**config.mk**
```make
export PLATFORM = sky130hd
export DESIGN_NAME = led_pattern_sequencer
export DESIGN_NICKNAME = d
export VERILOG_FILES = /design/src/rtl/led_pattern_sequencer_pkg.sv /design/src/rtl/led_pattern_sequencer_btn_debounce.sv /design/src/rtl/led_pattern_sequencer.sv
export SDC_FILE = /design/constraint.sdc
export NUM_CORES = 1
export LEC_CHECK = 0
export CORE_ASPECT_RATIO = 0.6
export CORE_MARGIN = 3
export CORE_UTILIZATION = 30
export CTS_CLUSTER_DIAMETER = 30
export DETAILED_ROUTE_END_ITERATION = 12
export MAX_ROUTING_LAYER = met4
export PLACE_DENSITY = 0.48
export SETUP_SLACK_MARGIN = 0.15
export SLEW_MARGIN = 25
export SYNTH_ARGS = -nofsm -noshare
export SYNTH_HDL_FRONTEND = slang
export SYNTH_SLANG_ARGS = --single-unit
```
**constraint.sdc**
```tcl
create_clock -name clk -period 3.8 [get_ports clk]
set_input_delay 0.76 -clock clk [delete_from_list [all_inputs] [get_ports clk]]
set_output_delay 0.76 -clock clk [all_outputs]
set_load 0.1 [all_outputs]
```
**src/rtl/led_pattern_sequencer_pkg.sv**
```systemverilog
// Shared definitions for the LED pattern sequencer: FSM encoding, playlist
// entry layout and the circular next-enabled-slot search.
package led_pattern_sequencer_pkg;

    localparam int NUM_SLOTS = 4;
    localparam int MODE_MSB  = 7;
    localparam int MODE_LSB  = 6;
    localparam int DWELL_MSB = 5;
    localparam int DWELL_LSB = 0;

    typedef enum logic [1:0] {
        ST_IDLE = 2'b00,
        ST_RUN  = 2'b01,
        ST_HOLD = 2'b10
    } state_e;

    typedef logic [1:0] slot_t;

    // First enabled slot in order base+1, base+2, base+3, base; base if none.
    function automatic slot_t next_slot(input logic [NUM_SLOTS-1:0] en, input slot_t base);
        slot_t s;
        next_slot = base;
        for (int k = NUM_SLOTS; k >= 1; k--) begin
            s = slot_t'(32'(base) + k);
            if (en[s]) next_slot = s;
        end
    endfunction

endpackage

```
**src/rtl/led_pattern_sequencer_btn_debounce.sv**
```systemverilog
// Two-flop synchroniser plus stability filter for a raw push-button; emits a
// single-cycle pulse on the edge where a new high level is accepted.
module btn_debounce #(
    parameter int DEBOUNCE = 4
) (
    input  logic clk,
    input  logic rst_n,
    input  logic i_ena,
    input  logic i_btn,
    output logic o_rise
);

    logic [1:0] r_sync;
    logic       r_level;
    logic [7:0] r_cnt;
    logic       w_accept;

    // Accept once the synchronised level has differed for DEBOUNCE cycles.
    assign w_accept = i_ena && (r_sync[1] != r_level) && ((r_cnt + 8'd1) >= 8'(DEBOUNCE));
    assign o_rise   = w_accept && r_sync[1];

    always_ff @(posedge clk or negedge rst_n) begin
        if (!rst_n) begin
            r_sync  <= '0;
            r_level <= 1'b0;
            r_cnt   <= '0;
        end else if (i_ena) begin
            r_sync <= {r_sync[0], i_btn};
            if (r_sync[1] == r_level) begin
                r_cnt <= '0;
            end else if (w_accept) begin
                r_level <= r_sync[1];
                r_cnt   <= '0;
            end else begin
                r_cnt <= r_cnt + 8'd1;
            end
        end
    end

endmodule

```
**src/rtl/led_pattern_sequencer.sv**
```systemverilog
// Playlist-driven sequencer: steps a pattern engine at a prescaled rate and
// walks a 4-slot playlist by dwell expiry or a debounced manual button.
module led_pattern_sequencer
    import led_pattern_sequencer_pkg::*;
#(
    parameter int PRESCALE = 16,
    parameter int DEBOUNCE = 4
) (
    input  logic       clk,
    input  logic       rst_n,
    input  logic       ena,
    input  logic       cfg_wr,
    input  logic [1:0] cfg_addr,
    input  logic [7:0] cfg_data,
    input  logic       run,
    input  logic       adv_btn,
    output logic [1:0] pat_mode,
    output logic       pat_step,
    output logic [1:0] slot,
    output logic [1:0] state
);

    localparam int            PW      = $clog2(PRESCALE);
    localparam logic [PW-1:0] PRE_MAX = PW'(PRESCALE - 1);

    logic [7:0]           r_pl [NUM_SLOTS];
    state_e               r_state;
    slot_t                r_slot;
    logic [1:0]           r_mode;
    logic [PW-1:0]        r_pre;
    logic [5:0]           r_dwell;

    logic [NUM_SLOTS-1:0] w_en;
    logic                 w_all_zero;
    logic                 w_rise;
    logic                 w_step;
    logic                 w_expire;
    logic                 w_adv;
    logic [5:0]           w_cur_dwell;
    slot_t                w_next;
    slot_t                w_first;

    always_comb begin
        w_en = '0;
        for (int i = 0; i < NUM_SLOTS; i++) w_en[i] = |r_pl[i][DWELL_MSB:DWELL_LSB];
    end

    assign w_all_zero  = ~|w_en;
    assign w_cur_dwell = r_pl[r_slot][DWELL_MSB:DWELL_LSB];
    assign w_next      = next_slot(w_en, r_slot);
    assign w_first     = next_slot(w_en, 2'd3);

    // Step only when this cycle actually counts (not on the edge leaving RUN).
    assign w_step   = ena && (r_state == ST_RUN) && run && !w_all_zero && (r_pre == PRE_MAX);
    assign w_expire = w_step && (({1'b0, r_dwell} + 7'd1) >= {1'b0, w_cur_dwell});
    assign w_adv    = ena && (r_state != ST_IDLE) && !w_all_zero && (w_expire || w_rise);

    btn_debounce #(.DEBOUNCE(DEBOUNCE)) u_btn (
        .clk    (clk),
        .rst_n  (rst_n),
        .i_ena  (ena),
        .i_btn  (adv_btn),
        .o_rise (w_rise)
    );

    always_ff @(posedge clk or negedge rst_n) begin
        if (!rst_n) begin
            for (int i = 0; i < NUM_SLOTS; i++) r_pl[i] <= '0;
        end else if (cfg_wr) begin
            r_pl[cfg_addr] <= cfg_data;
        end
    end

    always_ff @(posedge clk or negedge rst_n) begin
        if (!rst_n) begin
            r_state <= ST_IDLE;
            r_slot  <= '0;
            r_mode  <= '0;
            r_pre   <= '0;
            r_dwell <= '0;
        end else if (ena) begin
            case (r_state)
                ST_IDLE: begin
                    r_pre   <= '0;
                    r_dwell <= '0;
                    if (run && !w_all_zero) begin
                        r_state <= ST_RUN;
                        r_slot  <= w_first;
                        r_mode  <= r_pl[w_first][MODE_MSB:MODE_LSB];
                    end
                end
                default: begin
                    if (w_all_zero) begin
                        r_state <= ST_IDLE;
                        r_pre   <= '0;
                        r_dwell <= '0;
                    end else begin
                        r_state <= run ? ST_RUN : ST_HOLD;
                        if (w_adv) begin
                            r_slot  <= w_next;
                            r_mode  <= r_pl[w_next][MODE_MSB:MODE_LSB];
                            r_pre   <= '0;
                            r_dwell <= '0;
                        end else if (r_state == ST_RUN && run) begin
                            r_pre <= w_step ? '0 : r_pre + 1'b1;
                            if (w_step) r_dwell <= r_dwell + 6'd1;
                        end
                    end
                end
            endcase
        end
    end

    assign pat_step = w_step;
    assign pat_mode = r_mode;
    assign slot     = r_slot;
    assign state    = r_state;

endmodule
```
# Word level (Yosys, flattened, before mapping)

Cells that the tools add are included.

Bits in registers: 59
Bits in latches: 0
Bits in writable memories: 0
Bits in read-only memories: 0
Input port bits: 16
Output and inout bits: 7
Word-level logic and storage cells: 123
Memories kept: 0

Add/sub/neg operators: 8
$mul: 0
Div/mod/pow operators: 0
Magnitude comparators: 11
Equal/unequal tests: 7
Shift operators: 0
Mux-type cells: 51
Bitwise gates (word level): 5
Reductions and logical operators: 29

Operators with widths:

| operator                                                                            | count |
|---|---|
| 8-bit two-way mux                                                                   | 7 |
| 8-bit binary-select mux with 2-bit select                                           | 3 |
| 6-bit two-way mux                                                                   | 7 |
| 2-bit two-way mux                                                                   | 18 |
| 32-bit bitwise mux                                                                  | 1 |
| 24-bit OR reduction                                                                 | 1 |
| 6-bit OR reduction                                                                  | 4 |
| 4-bit two-way mux                                                                   | 5 |
| 8-bit demux with 2-bit select                                                       | 1 |
| 1-bit logical AND                                                                   | 14 |
| 3-bit greater-or-equal comparator, second input constant                            | 4 |
| 2-bit by 3-bit less-than comparator with 1-bit output, second input constant        | 4 |
| 2-bit inverter with 3-bit output                                                    | 4 |
| 8-bit by 1-bit adder with 8-bit output, second input constant                       | 1 |
| 1-bit binary-select mux with 2-bit select                                           | 4 |
| 8-bit by 3-bit greater-or-equal comparator with 1-bit output, second input constant | 1 |
| 6-bit by 1-bit adder with 7-bit output, second input constant                       | 1 |
| 7-bit by 6-bit greater-or-equal comparator with 1-bit output                        | 1 |
| 6-bit by 1-bit adder with 6-bit output, second input constant                       | 1 |
| 3-bit AND reduction                                                                 | 2 |
| 2-bit nonzero test                                                                  | 3 |
| 1-bit two-way mux                                                                   | 5 |
| 2-bit by 1-bit adder with 2-bit output, second input constant                       | 2 |
| 2-bit adder, second input constant                                                  | 2 |
| other kinds (14)                                                                    | 15 |

# Longest topological paths before layout

Gate-level depths: netlist of run 1.

Depth in word-level cells: 14
Gate-level depth with buffers: 10
Mapped depth without buffers: 10

# Cells and area by module

From an unflattened synthesis of run 1, not the netlist that was laid out.

Cell total of the unflattened synthesis: 273
Area total of the unflattened synthesis: 3236.9 um^2

By module, submodules not included:

| module                | instances | cells an instance | area each (um^2) | seq. area each (um^2) |
|---|---|---|---|---|
| led_pattern_sequencer | 1         | 233               | 2738.9           | 1201.2 |
| btn_debounce          | 1         | 40                | 498.0            | 275.3 |

# Least setup slack after synthesis of run 1

No wires, ideal clock.

Kind: register to register
From: register r_slot[0], in the netlist slot[0]
To: register r_slot[0], in the netlist slot[0]
Library setup time: 0.128 ns
Arrival: 3.670 ns
Required time: 3.672 ns
Setup slack: 0.003 ns
Cell stages (with the launch flop): 10
Buffers on the path: 1
Period minus slack after synthesis: 3.797 ns
Cell sequence: dfrtp_1 -> clkbuf_1 -> mux4_1 -> ha_1 -> nand2b_1 -> a2111oi_0 -> o21ai_1 -> a22oi_1 -> o22ai_1 -> mux2_1

Word-level cells in the longest chain between the ends: 10
Elaborated cells on any way between the ends: 29
Classes of those cells: add/sub (4); order compare (1); mux (18); bitwise (1); reduce/logical (5)

Ends and longest elaborated chain:

| element                                                                                                                 | RTL line                                                     | text |
|---|---|---|
| start: declaration                                                                                                      | led_pattern_sequencer.sv:28                                  | `slot_t r_slot;` |
| start signal: assignment                                                                                                | led_pattern_sequencer.sv:88                                  | `r_slot <= w_first;` |
| start signal: assignment                                                                                                | led_pattern_sequencer.sv:100                                 | `r_slot <= w_next;` |
| 2-bit inverter with 3-bit output (not written as such) / 2-bit by 1-bit adder with 2-bit output (equally long branches) | led_pattern_sequencer.sv:49, led_pattern_sequencer_pkg.sv:24 |  |
| 8-bit binary-select mux with 2-bit select / 1-bit binary-select mux with 2-bit select (equally long branches)           | led_pattern_sequencer.sv:49, led_pattern_sequencer_pkg.sv:25 |  |
| 6-bit two-way mux (not written as such) / 1-bit two-way mux (equally long branches)                                     | led_pattern_sequencer.sv:49, led_pattern_sequencer_pkg.sv:25 |  |
| 6-bit two-way mux (not written as such) / 2-bit two-way mux (equally long branches)                                     | led_pattern_sequencer.sv:49, led_pattern_sequencer_pkg.sv:25 |  |
| 7-bit by 6-bit greater-or-equal comparator with 1-bit output / 2-bit two-way mux (equally long branches)                | led_pattern_sequencer.sv:55, led_pattern_sequencer_pkg.sv:25 |  |
| 1-bit logical AND / 2-bit two-way mux (equally long branches)                                                           | led_pattern_sequencer.sv:55, led_pattern_sequencer_pkg.sv:25 |  |
| 1-bit logical OR / 2-bit two-way mux (equally long branches)                                                            | led_pattern_sequencer.sv:56, led_pattern_sequencer_pkg.sv:25 |  |
| 1-bit logical AND / 2-bit two-way mux (equally long branches)                                                           | led_pattern_sequencer.sv:56, led_pattern_sequencer.sv:99     |  |
| 2-bit nonzero test (no line) / 2-bit two-way mux (equally long branches)                                                | n/a                                                          |  |
| 4-bit AND reduction (no line) / 2-bit two-way mux (equally long branches)                                               | n/a                                                          |  |

Several ways; a longest one is shown, not always the timed one. The select of a mux whose other input is x is not followed.
A chain may end at the register's enable or synchronous reset.

# Worst setup path in the final report of run 1

Same ends and word-level chain as after synthesis.

==> results of run 1 <==
[worst min path at each step]
| stage | from | to | cells after the start |
|---|---|---|---|
| floorplan | rst_n | pat_mode[0] | 0 |
| global placement | u_btn.r_sync[0] | u_btn.r_sync[1] | 1 |
| detailed placement | u_btn.r_sync[0] | u_btn.r_sync[1] | 1 |
| CTS | rst_n | r_pre[3] | 1 |
| global route | rst_n | r_pre[3] | 1 |
| finish | rst_n | r_pre[3] | 1 |
[registers in the layout (all words and copies together) (netlist names)]
name	count
u_btn.r_sync	2
r_pl	32
state	2
slot	2
u_btn.r_cnt	8
r_pre	4
u_btn.r_level	1
pat_mode	2
r_dwell	6
[area by class of cell]
| type | instances | area, um2 | share of cell area (%) |
|---|---|---|---|
| multi-input combinational | 214 | 1770 | 44.5 |
| sequential | 59 | 1480 | 37.1 |
| clock buffer | 13 | 270 | 6.79 |
| timing repair buffer | 26 | 253 | 6.35 |
| tap | 135 | 169 | 4.24 |
| inverter | 8 | 30.0 | 0.754 |
| clock inverter | 2 | 10.0 | 0.251 |
[layer usage]
metal / GRT usage (%) / share of wire (%) / routed length, um
met2: 17.1 / 37 / 2930
met5: - / 0 / 0
met3: 4.61 / 5.3 / 420
met4: 4.22 / 1.2 / 96
met1: 22.9 / 56 / 4440
[logic make-up after synthesis]
kind of cell / synth area share, %
fa+ha+maj: 3.42
flops: 44.8
simple gates: 15.4
compound gates: 16.4
buf+inv: 1.48
mux: 17.2
xor+xnor: 1.33
[per-stage QoR]
stage          instance area, um2  total power [mW]
3_5_place_dp                 3700              1.67
3_3_place_gp                 3700              1.66
2_1_floorplan                3300              1.44
6_report                     3980              2.41
4_1_cts                      3980              2.44
5_1_grt                      3980              2.56
[cells in the mapped netlist, types with 5 or more instances]
master and instances:
a21oi_1 10, a32o_1 6, clkbuf_1 5, dfrtp_1 59
ha_1 9, inv_1 8, mux2_2 37, mux4_2 5
nand2_1 15, nand3_1 12, nor2_1 21, nor2b_1 7
o21ai_0 8
[where the power goes]
| group | internal, mW | leakage, nW | switching (mW) | total, mW |
|---|---|---|---|---|
| sequential | 0.738 | 0.737 | 0.135 | 0.873 |
| combinational | 0.328 | 0.781 | 0.452 | 0.780 |
| clock | 0.487 | 0.141 | 0.267 | 0.755 |
==> metrics, run 1 <==
status=completed; clock-pin slew on the worst setup and hold paths=0.05 ns; # diodes=0; CP startpoint kind=flop; Antenna Violating Nets Remaining=0; die area=~0.012 mm2; Reg2Reg Setup Slack=approximately 0.56 ns; EDFF count, synth=0; First DRT Iteration DRCs=180; synth top area cells=dfrtp_1, mux2_2, ha_1, mux4_2, nor2_1; Max Clock Skew=0.00412 ns; Worst path max stage delay=around 0.60 ns; worst min path class=in -> async; fraction of registers with async set/reset=between 90% and 100%; Synth Area per Inst=11.5 um2; gp weighted congestion=0.826; synthesized cell area=0.00330 mm2; Pleak=1.66 nW; Critical R2R Capture=slot[0]; via count=approximately 2400; Final HPWL DP=6.01 mm; # clock sinks=59; vias in the first global route=2385; DRT Pass-1 Iters=5; Maximum Capacitance Violations=0; I/O pin count=23; Crit-path slowest cell=mux4_1; critical path depth=8; WP data arrival=3.44 ns; #FFs+latches synth=59; grt total ovfl=0; CP endpoint=slot[0]; CP Class=reg -> reg; Die Wd=141 um; IO Port Bufs=22; largest net degree at the start of global routing=29; cells after synthesis=between 200 and 300; post-route insts no fill=457; total CTS buffers=9; Max Clk Rate=slightly above 300 MHz; Routed WL=around 7.9 mm; Synth warnings=0; WL per Instance=~17 um; Place WS=0.557 ns; Top delay family on crit path=compound AO/OA/AOI/OAI gates; via/cell ratio=5.34; syn nets=311; Yosys top cell by area=dfrtp_1; Yosys top cell area share=44.8%; Final Setup Violations=0; Total Routing Usage GR=14.6%; commonest non-fill, non-tap cells in the layout=dfrtp_1, mux2_2, nor2_1; fin nets=343; global-route wire length before repair=13.3 mm; final core utilization=between 30% and 40%; worst setup margin=0.559 ns; final hold slack=0.266 ns; Fin. Hold Viols=0; Slew Limit Fails=0; CP Capture Type=flop; worst-path fanout max=12; Core Rows=28; initial antenna violation count=0; Post-CTS Hold Buffers=0; deepest clock path buffer count=2; post-synthesis sequential area ratio=between 40% and 50%; share of layout cells above drive strength 1=26.1%; placed cells=around 440; R2R depth=8; CORE AREA=0.0103 mm2; root buffer cell=clkbuf_16; drc violations=0; commonest non-fill, non-tap cell in the layout=dfrtp_1; max-slew headroom at the worst pin=roughly 34%; Post-CTS Setup Bufs=0; DIE HEIGHT=87.2 um; post-CTS sizing=0; fill count=991; CTS tree=yes; dominant synthesized flop cell=dfrtp_1; PD cells=605 mW/mm2; initial cell density of the core=32.1%; Reg-to-Reg Start=slot[0]; fin crit period=3.24 ns; Worst-Margin Slew=approximately 1 ns; post-synth cell types=59; Setup TNS=0 ns; peak supply drop=roughly 0.46 mV; clk_lat worst skew=0.33 ns; final worst path period share=85.3%; CP cell instances=mux4_1 -> ha_1 -> nand2b_1 -> a2111oi_0 -> o21ai_1 -> a22oi_1 -> o22ai_1 -> mux2_1; CP Buf/Inv Count=0; CP Launch Point=slot[0]; # H-tree levels=3; RSZ-0062 raised after global routing=no; area delta synth->final=20.8%; Critical Path RT=4.00 ns
(Power assumes the default switching activity.)
==> inputs of run 2 (changes only) <==
--- a/config.mk
+++ b/config.mk
@@ -11,7 +11,7 @@
 export CTS_CLUSTER_DIAMETER = 30
 export DETAILED_ROUTE_END_ITERATION = 12
 export MAX_ROUTING_LAYER = met4
-export PLACE_DENSITY = 0.48
+export PLACE_DENSITY = 0.45
 export SETUP_SLACK_MARGIN = 0.15
 export SLEW_MARGIN = 25
 export SYNTH_ARGS = -nofsm -noshare
==> run 2 against run 1 <==
Compared with the run above: sequential cell count is the same; die area is the same; wire length grew 2.2%; critical endpoint unchanged; register-to-register slack gained 0.07 ns; largest cell class unchanged; setup slack gained 0.071 ns; power grew 3.5%; maximum frequency grew 2.3%; sequential share of layout area shrank 0.17 points; clock-buffer cell count shrank 1; clock power grew 12%; global-route usage grew 0.18 points.
==> metrics, run 2 (same netlist as run 1, synthesis figures left out) <==
gp weighted congestion=0.857 (was 0.826); worst-path fanout max=12 (unchanged); final instance area=0.00400 mm2 (was 0.00398 mm2); grt total ovfl=0 (unchanged); Antenna Violating Nets Remaining=0 (unchanged); Place WS=0.591 ns (was 0.557 ns); Crit-path slowest cell=mux4_1 (unchanged); Max Clock Skew=0.00535 ns (was 0.00412 ns); sequential cell area=0.00148 mm2 (unchanged); peak supply drop=0.562 mV (was 0.458 mV); Seq pwr share=35.9% (was 36.3%); commonest non-fill, non-tap cell in the layout=dfrtp_1 (unchanged); fill count=1014 (was 991); area of the multi-input gates=0.00177 mm2 (unchanged); Setup TNS=0 ns (unchanged); Max Clk Rate=315 MHz (was 309 MHz); clk_lat worst skew=0.33 ns (about the same); drc violations=0 (unchanged); commonest non-fill, non-tap cells in the layout=dfrtp_1, mux2_2, nor2_1 (unchanged); Fin. Hold Viols=0 (unchanged); Routed WL=8.07 mm (was 7.89 mm); First DRT Iteration DRCs=149 (was 180); CP startpoint kind=flop (unchanged); max reg flops=32 (unchanged); Total Routing Usage GR=14.8% (was 14.6%); Core Rows=28 (unchanged); Maximum Capacitance Violations=0 (unchanged); R2R depth=8 (unchanged); global-route wire length before repair=13.4 mm (was 13.3 mm); clock-pin slew on the worst setup and hold paths=0.05 ns (about the same); CP cell instances=mux4_1 -> ha_1 -> nand2b_1 -> a2111oi_0 -> o21ai_1 -> a22oi_1 -> o22ai_1 -> mux2_1 (unchanged); Top Registers=r_pl (32), u_btn.r_cnt (8), r_dwell (6) (unchanged); deepest clock path buffer count=2 (unchanged); root buffer cell=clkbuf_16 (unchanged); # diodes=0 (unchanged); I/O pin count=23 (unchanged); fin nets=341 (was 343); final core utilization=39.0% (was 38.8%); WP data arrival=3.38 ns (was 3.44 ns); power share of the combinational group=30.3% (was 32.4%); CP Class=reg -> reg (unchanged); post-CTS sizing=0 (unchanged); CP Launch Point=slot[0] (unchanged); Power Internal=1.62 mW (was 1.55 mW); CORE AREA=0.0103 mm2 (unchanged); initial cell density of the core=32.1% (unchanged); # clock sinks=59 (unchanged); CP Capture Type=flop (unchanged); Worst-Margin Slew=0.980 ns (was 0.988 ns); Biggest register=r_pl (unchanged); Reg-to-Reg Start=slot[0] (unchanged); Pleak=1.66 nW (about the same); vias in the first global route=2435 (was 2385); IO Port Bufs=22 (unchanged); status=completed (unchanged); DRT Pass-1 Iters=5 (unchanged); via/cell ratio=5.36 (was 5.34); initial antenna violation count=0 (unchanged); max-slew headroom at the worst pin=34.4% (was 33.9%); post-route insts no fill=456 (was 457); DIE HEIGHT=87.2 um (unchanged); via count=2445 (was 2441); switching power=875 uW (was 854 uW); CTS tree=yes (unchanged); switching power share of the total=35.1% (was 35.5%); Slew Limit Fails=0 (unchanged); placed cells=440 (was 442); fin crit period=3.17 ns (was 3.24 ns); largest net degree at the start of global routing=32 (was 29); Final HPWL DP=6.06 mm (was 6.01 mm); PD cells=623 mW/mm2 (was 605 mW/mm2); total CTS buffers=9 (unchanged); die area=0.0123 mm2 (unchanged); Post-CTS Hold Buffers=0 (unchanged); # H-tree levels=3 (unchanged); share of layout cells above drive strength 1=26.2% (was 26.1%); area delta synth->final=21.3% (was 20.8%); worst setup margin=0.630 ns (was 0.559 ns); Die Wd=141 um (unchanged); Clock power frac=33.8% (was 31.3%); Final Setup Violations=0 (unchanged); Post-CTS Setup Bufs=0 (unchanged); RSZ-0062 raised after global routing=no (unchanged); Critical Path RT=4.01 ns (was 4.00 ns); WL per Instance=17.7 um (was 17.3 um); worst min path class=in -> async (unchanged); Worst path max stage delay=0.61 ns (was 0.60 ns); final worst path period share=83.4% (was 85.3%); Placed Area=0.00369 mm2 (was 0.00370 mm2)
-- run 2: cell count changes in the layout (fill, tap and decap cells not counted) --
cell,delta
buf_4,-2
clkinvlp_4,+1
clkbuf_1,-1
bufinv_16,+1
-- run 2: area by class of cell --
cell class	instances	area share, %
tap	135	4.22
clock buffer	12	6.66
timing repair buffer	24	5.94
clock inverter	4	1.19
inverter	8	0.751
multi-input combinational	214	44.3
sequential	59	36.9
-- run 2: stage by stage --
stage / power (mW) / hold WS (ns)
6_report: 2.49 / 0.468
3_3_place_gp: 1.66 / 0.486
2_1_floorplan: 1.44 / 0.464
5_1_grt: 2.63 / 0.515
3_5_place_dp: 1.66 / 0.505
4_1_cts: 2.52 / 0.494
-- run 2: worst max-delay path: cells and delay by family (launching register included) --
| kind | cells | cell delay [ns] |
|---|---|---|
| simple gates | 1 | 0.13 |
| flops | 1 | 0.53 |
| compound gates | 4 | 1.15 |
| mux | 2 | 0.95 |
| fa+ha+maj | 1 | 0.28 |
-- run 2: per-layer routing --
layer / vias to the layer above / track usage, % / share of wire, %
met5: - / - / 0
met4: 0 / 4.75 / 1.2
met3: 9 / 4.17 / 4.2
met2: 45 / 17.8 / 38
met1: 1221 / 23.0 / 57
li1: 1170 / - / -
-- run 2: worst paths after layout --
kind	endpoint	slack, ns
worst min register to register	u_btn.r_sync[1]	0.51
max in group asynchronous	r_pl[11]	2.48
worst max register to register	slot[0]	0.63
worst max-delay path	slot[0]	0.63
min in group clk	u_btn.r_sync[1]	0.51
worst min-delay path	r_pre[1]	0.47
-- run 2: power by group through the flow --
stage,Clock (mW),Combinational (mW),Sequential [mW]
global placement,0,0.757,0.902
finish,0.842,0.756,0.894
detailed placement,0,0.760,0.902
global route,0.891,0.827,0.915
floorplan,0,0.448,0.996
CTS,0.861,0.764,0.893
